**src/rtl/fetch_pkg.sv**
```systemverilog
// Shared constants and the queue entry type for the instruction-fetch stage.
package fetch_pkg;

    localparam int XLEN = 32;
    localparam logic [XLEN-1:0] NOP_INSTR = 32'h0000_0013;
    localparam logic [XLEN-1:0] PC_STEP = 32'd4;

    typedef struct packed {
        logic [XLEN-1:0] pc;
        logic [XLEN-1:0] instr;
        logic            filled;
    } fetch_entry_t;

endpackage

```
**src/rtl/fetch_queue.sv**
```systemverilog
// In-order tagged fetch queue: entries are allocated at request time and
// filled by in-order memory responses; the head feeds the decode register.
module fetch_queue
    import fetch_pkg::*;
#(
    parameter int DEPTH = 2
) (
    input  logic                     i_clk,
    input  logic                     i_rst_n,
    input  logic                     i_alloc,
    input  logic [XLEN-1:0]          i_alloc_pc,
    input  logic                     i_fill,
    input  logic [XLEN-1:0]          i_fill_instr,
    input  logic                     i_pop,
    input  logic                     i_clear,
    output fetch_entry_t             o_head,
    output logic [$clog2(DEPTH):0]   o_alloc_cnt,
    output logic [$clog2(DEPTH):0]   o_unfilled_cnt
);

    localparam int PW = $clog2(DEPTH);
    localparam int CW = PW + 1;
    localparam logic [CW-1:0] DEPTH_C = CW'(DEPTH);

    fetch_entry_t entries_q [DEPTH];
    fetch_entry_t entries_d [DEPTH];

    logic [PW-1:0] head_ptr_q, head_ptr_d;
    logic [PW-1:0] tail_ptr_q, tail_ptr_d;
    logic [PW-1:0] fill_ptr_q, fill_ptr_d;
    logic [CW-1:0] alloc_cnt_q, alloc_cnt_d;
    logic [CW-1:0] unfilled_cnt_q, unfilled_cnt_d;

    logic alloc_ok;
    logic fill_ok;
    logic pop_ok;

    // fill_ptr always points at the oldest unfilled entry, so a response
    // arriving while the head is unfilled lands in the head (bypass case).
    always_comb begin
        entries_d      = entries_q;
        head_ptr_d     = head_ptr_q;
        tail_ptr_d     = tail_ptr_q;
        fill_ptr_d     = fill_ptr_q;
        alloc_cnt_d    = alloc_cnt_q;
        unfilled_cnt_d = unfilled_cnt_q;

        alloc_ok = i_alloc && (alloc_cnt_q < DEPTH_C);
        fill_ok  = i_fill && (unfilled_cnt_q != '0);
        pop_ok   = i_pop && (alloc_cnt_q != '0);

        if (i_clear) begin
            head_ptr_d     = '0;
            tail_ptr_d     = '0;
            fill_ptr_d     = '0;
            alloc_cnt_d    = '0;
            unfilled_cnt_d = '0;
        end else begin
            if (fill_ok) begin
                entries_d[fill_ptr_q].instr  = i_fill_instr;
                entries_d[fill_ptr_q].filled = 1'b1;
                fill_ptr_d = fill_ptr_q + PW'(1);
            end
            if (alloc_ok) begin
                entries_d[tail_ptr_q].pc     = i_alloc_pc;
                entries_d[tail_ptr_q].instr  = NOP_INSTR;
                entries_d[tail_ptr_q].filled = 1'b0;
                tail_ptr_d = tail_ptr_q + PW'(1);
            end
            if (pop_ok) begin
                head_ptr_d = head_ptr_q + PW'(1);
            end
            alloc_cnt_d    = alloc_cnt_q + CW'(alloc_ok) - CW'(pop_ok);
            unfilled_cnt_d = unfilled_cnt_q + CW'(alloc_ok) - CW'(fill_ok);
        end
    end

    always_ff @(posedge i_clk) begin
        if (!i_rst_n) begin
            for (int i = 0; i < DEPTH; i++) begin
                entries_q[i] <= '0;
            end
            head_ptr_q     <= '0;
            tail_ptr_q     <= '0;
            fill_ptr_q     <= '0;
            alloc_cnt_q    <= '0;
            unfilled_cnt_q <= '0;
        end else begin
            entries_q      <= entries_d;
            head_ptr_q     <= head_ptr_d;
            tail_ptr_q     <= tail_ptr_d;
            fill_ptr_q     <= fill_ptr_d;
            alloc_cnt_q    <= alloc_cnt_d;
            unfilled_cnt_q <= unfilled_cnt_d;
        end
    end

    assign o_head         = entries_q[head_ptr_q];
    assign o_alloc_cnt    = alloc_cnt_q;
    assign o_unfilled_cnt = unfilled_cnt_q;

endmodule

```
**src/rtl/fetch_stage.sv**
```systemverilog
// RV32I fetch stage: PC, in-order instruction-memory requests, squash of
// in-flight responses on redirect, and the fetch/decode pipeline register.
module fetch_stage
    import fetch_pkg::*;
#(
    parameter logic [31:0] RESET_PC    = 32'h0000_0000,
    parameter int          QUEUE_DEPTH = 2
) (
    input  logic        i_clk,
    input  logic        i_rst_n,
    input  logic        i_f_stall,
    input  logic        i_fd_stall,
    input  logic        i_fd_flush,
    input  logic        i_e_pc_src,
    input  logic [31:0] i_e_pc_target,
    output logic        o_imem_req_valid,
    input  logic        i_imem_req_ready,
    output logic [31:0] o_imem_req_addr,
    input  logic        i_imem_rsp_valid,
    input  logic [31:0] i_imem_rsp_data,
    output logic [31:0] o_d_instr,
    output logic [31:0] o_d_pc,
    output logic [31:0] o_d_pc_plus4,
    output logic        o_d_valid
);

    localparam int CW = $clog2(QUEUE_DEPTH) + 1;
    localparam logic [CW:0] MAX_OCC = (CW + 1)'(QUEUE_DEPTH);

    logic [XLEN-1:0] pc_q, pc_d;
    logic [CW-1:0]   drop_cnt_q, drop_cnt_d;

    logic            d_valid_q, d_valid_d;
    logic [XLEN-1:0] d_instr_q, d_instr_d;
    logic [XLEN-1:0] d_pc_q, d_pc_d;
    logic [XLEN-1:0] d_pc_plus4_q, d_pc_plus4_d;

    fetch_entry_t  head;
    logic [CW-1:0] alloc_cnt;
    logic [CW-1:0] unfilled_cnt;
    logic [CW:0]   occupancy;

    logic req_hs;
    logic rsp_live;
    logic rsp_consumed;
    logic head_valid;
    logic pop;

    fetch_queue #(
        .DEPTH(QUEUE_DEPTH)
    ) u_queue (
        .i_clk          (i_clk),
        .i_rst_n        (i_rst_n),
        .i_alloc        (req_hs),
        .i_alloc_pc     (pc_q),
        .i_fill         (rsp_live),
        .i_fill_instr   (i_imem_rsp_data),
        .i_pop          (pop),
        .i_clear        (i_e_pc_src),
        .o_head         (head),
        .o_alloc_cnt    (alloc_cnt),
        .o_unfilled_cnt (unfilled_cnt)
    );

    // Request handshake: a transfer happens on a rising edge where valid and
    // ready are both high; valid never depends on ready.
    always_comb begin
        occupancy        = {1'b0, alloc_cnt} + {1'b0, drop_cnt_q};
        o_imem_req_valid = i_rst_n && !i_f_stall && !i_e_pc_src && (occupancy < MAX_OCC);
        o_imem_req_addr  = pc_q;
        req_hs           = o_imem_req_valid && i_imem_req_ready;
        rsp_live         = i_imem_rsp_valid && (drop_cnt_q == '0);
        rsp_consumed     = i_imem_rsp_valid && ((drop_cnt_q != '0) || (unfilled_cnt != '0));
        head_valid       = (alloc_cnt != '0);
    end

    always_comb begin
        pc_d = pc_q;
        if (i_e_pc_src) begin
            pc_d = i_e_pc_target;
        end else if (req_hs) begin
            pc_d = pc_q + PC_STEP;
        end
    end

    // Every unfilled entry squashed by a redirect still owes a response,
    // which must be swallowed before any new response can be trusted.
    always_comb begin
        drop_cnt_d = drop_cnt_q;
        if (i_e_pc_src) begin
            drop_cnt_d = drop_cnt_q + unfilled_cnt - CW'(rsp_consumed);
        end else if (i_imem_rsp_valid && (drop_cnt_q != '0)) begin
            drop_cnt_d = drop_cnt_q - CW'(1);
        end
    end

    always_comb begin
        d_valid_d    = d_valid_q;
        d_instr_d    = d_instr_q;
        d_pc_d       = d_pc_q;
        d_pc_plus4_d = d_pc_plus4_q;
        pop          = 1'b0;

        if (i_fd_flush) begin
            d_valid_d = 1'b0;
            d_instr_d = NOP_INSTR;
        end else if (!i_fd_stall) begin
            if (head_valid && head.filled) begin
                d_valid_d    = 1'b1;
                d_instr_d    = head.instr;
                d_pc_d       = head.pc;
                d_pc_plus4_d = head.pc + PC_STEP;
                pop          = 1'b1;
            end else if (head_valid && rsp_live) begin
                d_valid_d    = 1'b1;
                d_instr_d    = i_imem_rsp_data;
                d_pc_d       = head.pc;
                d_pc_plus4_d = head.pc + PC_STEP;
                pop          = 1'b1;
            end else begin
                d_valid_d = 1'b0;
                d_instr_d = NOP_INSTR;
            end
        end
    end

    always_ff @(posedge i_clk) begin
        if (!i_rst_n) begin
            pc_q         <= RESET_PC;
            drop_cnt_q   <= '0;
            d_valid_q    <= 1'b0;
            d_instr_q    <= NOP_INSTR;
            d_pc_q       <= '0;
            d_pc_plus4_q <= '0;
        end else begin
            pc_q         <= pc_d;
            drop_cnt_q   <= drop_cnt_d;
            d_valid_q    <= d_valid_d;
            d_instr_q    <= d_instr_d;
            d_pc_q       <= d_pc_d;
            d_pc_plus4_q <= d_pc_plus4_d;
        end
    end

    assign o_d_valid    = d_valid_q;
    assign o_d_instr    = d_instr_q;
    assign o_d_pc       = d_pc_q;
    assign o_d_pc_plus4 = d_pc_plus4_q;

endmodule

```
**config.mk**
```make
export PLATFORM = sky130hd
export DESIGN_NAME = fetch_stage
export DESIGN_NICKNAME = d
export VERILOG_FILES = /design/src/rtl/fetch_pkg.sv /design/src/rtl/fetch_queue.sv /design/src/rtl/fetch_stage.sv
export SDC_FILE = /design/constraint.sdc
export NUM_CORES = 1
export LEC_CHECK = 0
export BUFFER_PORTS_ARGS = -buffer_cell sky130_fd_sc_hd__buf_2
export CORE_MARGIN = 3
export CORE_UTILIZATION = 25
export CTS_CLUSTER_SIZE = 40
export DETAILED_ROUTE_END_ITERATION = 7
export HOLD_SLACK_MARGIN = 0.05
export PLACE_DENSITY_LB_ADDON = 0.05
export SYNTH_ARGS = -nofsm -noshare
export SYNTH_HDL_FRONTEND = slang
export SYNTH_SLANG_ARGS = --single-unit
export TNS_END_PERCENT = 1
```
**constraint.sdc**
```tcl
create_clock -name i_clk -period 7.7 [get_ports i_clk]
set_input_delay 1.54 -clock i_clk [delete_from_list [all_inputs] [get_ports i_clk]]
set_output_delay 1.54 -clock i_clk [all_outputs]
set_load 0.005 [all_outputs]
```
==> Word level (Yosys, flattened, before mapping) <==
Index checks and enable logic that the tools add are counted.
Widths: inputs -> output; s select.
{ "op_classes": {"add_sub_neg": 13, "magnitude_cmp": 7, "mux": 35, "n_bitwise": 6, "n_reduce_logical": 27} }
{ "op_table": {"columns": ["op", "n"], "rows": [
  ["$bwmux 130", 5],
  ["$mux 130", 3],
  ["$demux 65 s1", 5],
  ["$mux 65", 4],
  ["$mux 32", 8],
  ["$mux 33", 2],
  ["$add 32x3->32 const B", 2],
  ["$logic_and 1x1->1", 14],
  ["$reduce_bool 2->1", 6],
  ["$ge 2x2->1 const B", 3],
  ["$mux 1", 6],
  ["$not 1->2", 3],
  ["$sub 2x1->2", 3],
  ["$add 2x1->2", 2],
  ["$lt 2x1->1 const B", 2],
  ["$mux 2", 2],
  ["$reduce_or 2->1", 2],
  ["$add 1x1->1 const B", 3],
  ["$add 2x2->3", 1],
  ["$lt 3x2->1 const B", 1],
  ["$not 1->1", 3],
  ["$reduce_and 3->1", 1],
  ["$add 2x2->2", 1],
  ["$logic_not 1->1", 2],
  ["4 further kinds", 4]
]} }
{ "totals": {"register_bits": 268, "in_bits": 72, "output_inout_bits": 130, "word_cells": 105} }

==> Logic depth before layout (Yosys ltp) <==
{ "logic_depth": {"word_depth": 13, "mapped_depth": 13, "depth_no_buf": 10} }

==> By module <==
From an unflattened synthesis, not the netlist that was laid out.
{ "unflattened": {"hier_cells": 1440, "area_unflattened_um2": 12186.7} }
{ "modules_own_cells": {"columns": ["module", "instances", "cells_per_inst", "area_each_um2", "seq_area_each_um2"], "rows": [
  ["fetch_stage", 1, 744, 6144.6, 2582.5],
  ["fetch_queue", 1, 696, 6042.0, 2742.6]
]} }

==> Worst setup path after synthesis <==
OpenSTA, ideal clock, no wires.
{ "synth_timing": {"kind": "input -> output", "from": "input i_f_stall", "to": "output o_imem_req_valid", "t_arrival_ns": 2.048, "required_ns": 6.160, "slack_ns": 4.112, "path_stages": 2, "path_buffers": 0, "path_cell_list": "nor3_1 > and2_1"} }
{ "synth_between": {"elab_chain_cells": 4} }
{ "synth_lines": {"columns": ["item", "line_no", "source"], "rows": [
  ["from (decl)", "fetch_stage.sv:11", "input logic i_f_stall,"],
  ["$logic_not 1->1", "fetch_stage.sv:69", "o_imem_req_valid = i_rst_n && !i_f_stall && !i_e_pc_src && (occupancy < MAX_OCC);"],
  ["$logic_and 1x1->1 (3 in a row)", "fetch_stage.sv:69", null],
  ["to (decl)", "fetch_stage.sv:16", "output logic o_imem_req_valid,"]
]} }
Every way passes these cells.

==> Final worst setup path <==
{ "layout_timing": {"from": "input i_rst_n", "to": "output o_imem_req_valid"} }
{ "layout_between": {"elab_chain_cells": 3} }
{ "layout_lines": {"columns": ["item", "line_no", "source"], "rows": [
  ["from (decl)", "fetch_stage.sv:10", "input logic i_rst_n,"],
  ["$logic_and 1x1->1 (3 in a row)", "fetch_stage.sv:69", null]
]} }
Every way passes these cells.

==> run summary <==
Top_reg_cell synth: dfxtp_1
Worst hold margin: 0.4514 ns
Final nets: 1703
H-tree Lvls: 2
EDFF count, synth: 0
Starting Density: 0.2536
Chip width: 226.1 um
Adder-cell share of the synthesized area: 0.008887
Rel. slew slack: 0.3458
Multiplexer area fraction after synthesis: 0.06066
Comb pwr share: 0.057
Layout cells sized above 1: 0.1829
Number of max-cap violations: 0
Syn Std Cell Area: 12110 sq um
Initial DRT Pass Iterations: 6
Num ports: 202
Vias per cell: 4.909
Global placer's final weighted congestion: 0.7298
XOR/XNOR share of the synthesized area: 0.01881
Power Dens Cells: 221.1 nW/um^2
Crit Path Max Fanout: 56
Pins Over Slew Limit: 0
DR DRC count: 0
Final WS setup: 3.516 ns
Simple-Gate Fraction of Synth Area: 0.2324
Max Freq: 239.0 MHz
Hold_sp: o_d_pc_plus4[7]
Worst Setup SP: i_rst_n
CP Capture Type: output pin
Post-route insts no fill: 2263
CTS resizes: 0
Syn_nets: 1570
Tcrit/Tclk final: 0.5433
Post-place setup slack: 3.499 ns
Largest net degree at the start of global routing: 157
Worst Skew: 0.01858 ns
Layout area overhead: 21.37%
RSZ-0062 raised after global routing: no
CTS tree: done
Total track usage: 0.1671
PortBufs: 201
Status: finished clean
Post-synth top area share: 0.4398
Post-synthesis cell count: 1490
Vias in the first global route: 10690
Fin crit period: 4.184 ns
Detailed-route via count: 11110
Net Sw Frac: 0.2396
Routed WL: 43360 um
Hold Crit Endpoint: o_d_pc_plus4[7]
DR WL/cell: 19.16 um
Flop pwr share: 0.442
Clock root buffer: clkbuf_16
CTS Hold Bufs: 0
Initial antenna violation count: 0
Async SR Flop Fraction: 0
Setup TNS: 0 ns
Yosys warns: 0
Starting DRT DRC Count: 652
CP required: 6.16 ns
Total core area: 47750 sq um
Reg2reg start: u_queue.o_alloc_cnt[1]
Reg2Reg Capture Point: u_queue.entries_q[15]
CTS Sinks: 266
CTS max path bufs: 3
Kind of critical path: in -> out
Distinct cells, synth: 62
Clk_lat worst skew: 0.54 ns
CP arrival: 2.64 ns
Inst Count DP: 2201
Post-synth top area cell: dfxtp_1
P_sw: 778.3 uW
Placement Rows: 80
First-pass GRT wire length: 66590 um
Total CTS buffers: 35
Synthesized flop and latch total: 266
Post-CTS Setup Inserts: 0
Total gr overflow: 0
Total Power: 3.249 mW
Die Ht: 226.1 um
Clk network pwr share: 0.501
Register-to-Register Path Depth: 8
Post-synthesis sequential area ratio: 0.4398
Hold Fails Final Rpt: 0
Hold Path Class: reg -> reg
Routed Antenna Nets: 0
Finish-stage setup viols: 0
Peak supply drop: 0.1132 mV
Dpl hpwl: 28180 um
Leakage: 5.336 nW
Worst-path clk slew: 0.06 ns
Main combinational cell family by area after synthesis: simple AND/OR/NAND/NOR gates
Post-Syn Area per Cell: 8.126 sq um
Top cells by area, synth: dfxtp_1, nand2_1, a21oi_1, mux2i_1, nand3_1
Internal: 2.471 mW
Worst Max-Slew Pin Slew: 0.9799 ns
Compound-Gate Fraction of Synth Area: 0.1929
Hold Path Stages: 2
Die Area: 51110 sq um
Worst R2R Setup Slack: 4.26 ns
Startpoint types: input port
[layout by cell type (no fill, tap or decap), types with 8 or more instances in the layout]
master	netlist	layout
xor2_1	12	12
o211ai_1	38	38
o21ai_0	31	31
nor2_1	89	87
a31oi_1	24	24
o211a_1	26	26
dfxtp_1	266	265
nand2_1	323	321
buf_4	3	16
buf_2	24	201
nor2b_1	8	8
clkbuf_16	0	37
nand3b_1	14	14
clkbuf_1	87	13
a211oi_1	40	40
xnor2_1	14	14
mux2_2	11	11
nand3_1	86	86
inv_1	13	12
nand4b_1	8	8
mux2i_1	61	61
a21oi_1	151	151
nand4_1	31	31
and3_1	11	11
nor3_1	16	14
[power by group through the flow]
| stage | registers (mW) | logic (mW) | clock network [mW] |
|---|---|---|---|
| floorplan | 1.45 | 0.106 | 0 |
| global route | 1.44 | 0.210 | 1.74 |
| CTS | 1.44 | 0.191 | 1.70 |
| detailed placement | 1.47 | 0.190 | 0 |
| global placement | 1.46 | 0.189 | 0 |
| finish | 1.44 | 0.187 | 1.63 |
[sequential cells by signal, indices dropped and copies added, names as in the netlist]
name	flops
u_queue.head_ptr_q	1
u_queue.entries_q	130
o_imem_req_addr	32
u_queue.o_alloc_cnt	2
o_d_valid	1
o_d_pc	32
o_d_instr	32
u_queue.fill_ptr_q	1
u_queue.o_unfilled_cnt	2
drop_cnt_q	2
o_d_pc_plus4	30
u_queue.tail_ptr_q	1
[critical path, stage by stage]
cell and delay [ns]:
buf_2 0.07, buf_4 0.50, nor2b_1 0.26, and2_1 0.15, buf_2 0.11
[metrics by stage]
| step | area [sq um] | utilization |
|---|---|---|
| 2_1_floorplan | 12110 | - |
| 3_3_place_gp | 13560 | 0.2840 |
| 3_5_place_dp | 13560 | 0.2840 |
| 4_1_cts | 14690 | 0.3077 |
| 5_1_grt | 14690 | 0.3077 |
| 6_report | 14700 | 0.3078 |
[Yosys cell counts (all sizes together), types with 4 or more instances]
cell type and count:
nand2 323, dfxtp 266, a21oi 151, nand3 89
nor2 89, clkbuf 87, mux2i 61, a211oi 40
o211ai 38, buf 35, nand4 31, o21ai 31
o211a 26, a31oi 24, nor3 17, inv 15
nand3b 14, xnor2 14, xor2 12, and3 11
mux2 11, o311ai 11, a22oi 8, nand4b 8
nor2b 8, or3 8, and2 7, ha 7
nor4 6, a222oi 4, a311oi 4
[per-layer routing]
layer  part of all wire  up-vias  GRT usage
met3              0.038       48    0.02574
li1                   -     5573          -
met4              0.019        0    0.04522
met2               0.42      219     0.2425
met5                  0        -          0
met1               0.53     5269     0.2547
[logic make-up (layout without fill, tap and decap cells)]
logic type               count (synthesis)  after routing
flip-flops                             266            266
XOR/XNOR                                26             26
buffers and inverters                  137            293
multiplexers                            72             72
AND/OR/NAND/NOR                        622            622
adder cells (fa/ha/maj)                  8              8
AO/OA/AOI/OAI                          359            359
other                                    0              2
[worst max-delay path by stage]
| stage | end | slack, ns | depth (start not counted) |
|---|---|---|---|
| finish | o_imem_req_valid | 3.52 | 5 |
| CTS | o_imem_req_valid | 3.49 | 5 |
| detailed placement | u_queue.entries_q[0] | 3.50 | 9 |
| global placement | o_imem_req_valid | 3.50 | 5 |
| global route | o_imem_req_valid | 3.37 | 5 |
| floorplan | o_imem_req_valid | 4.11 | 2 |
[area by class of cell]
| cell class | instances | area (sq um) |
|---|---|---|
| sequential | 266 | 5329 |
| timing repair buffer | 218 | 1146 |
| clock inverter | 4 | 72.57 |
| tap | 615 | 769.5 |
| antenna | 2 | 5.005 |
| clock buffer | 56 | 1057 |
| fill | 5147 | 33050 |
| multi-input combinational | 1087 | 6257 |
| inverter | 15 | 58.81 |
(Power assumes the default switching activity.)
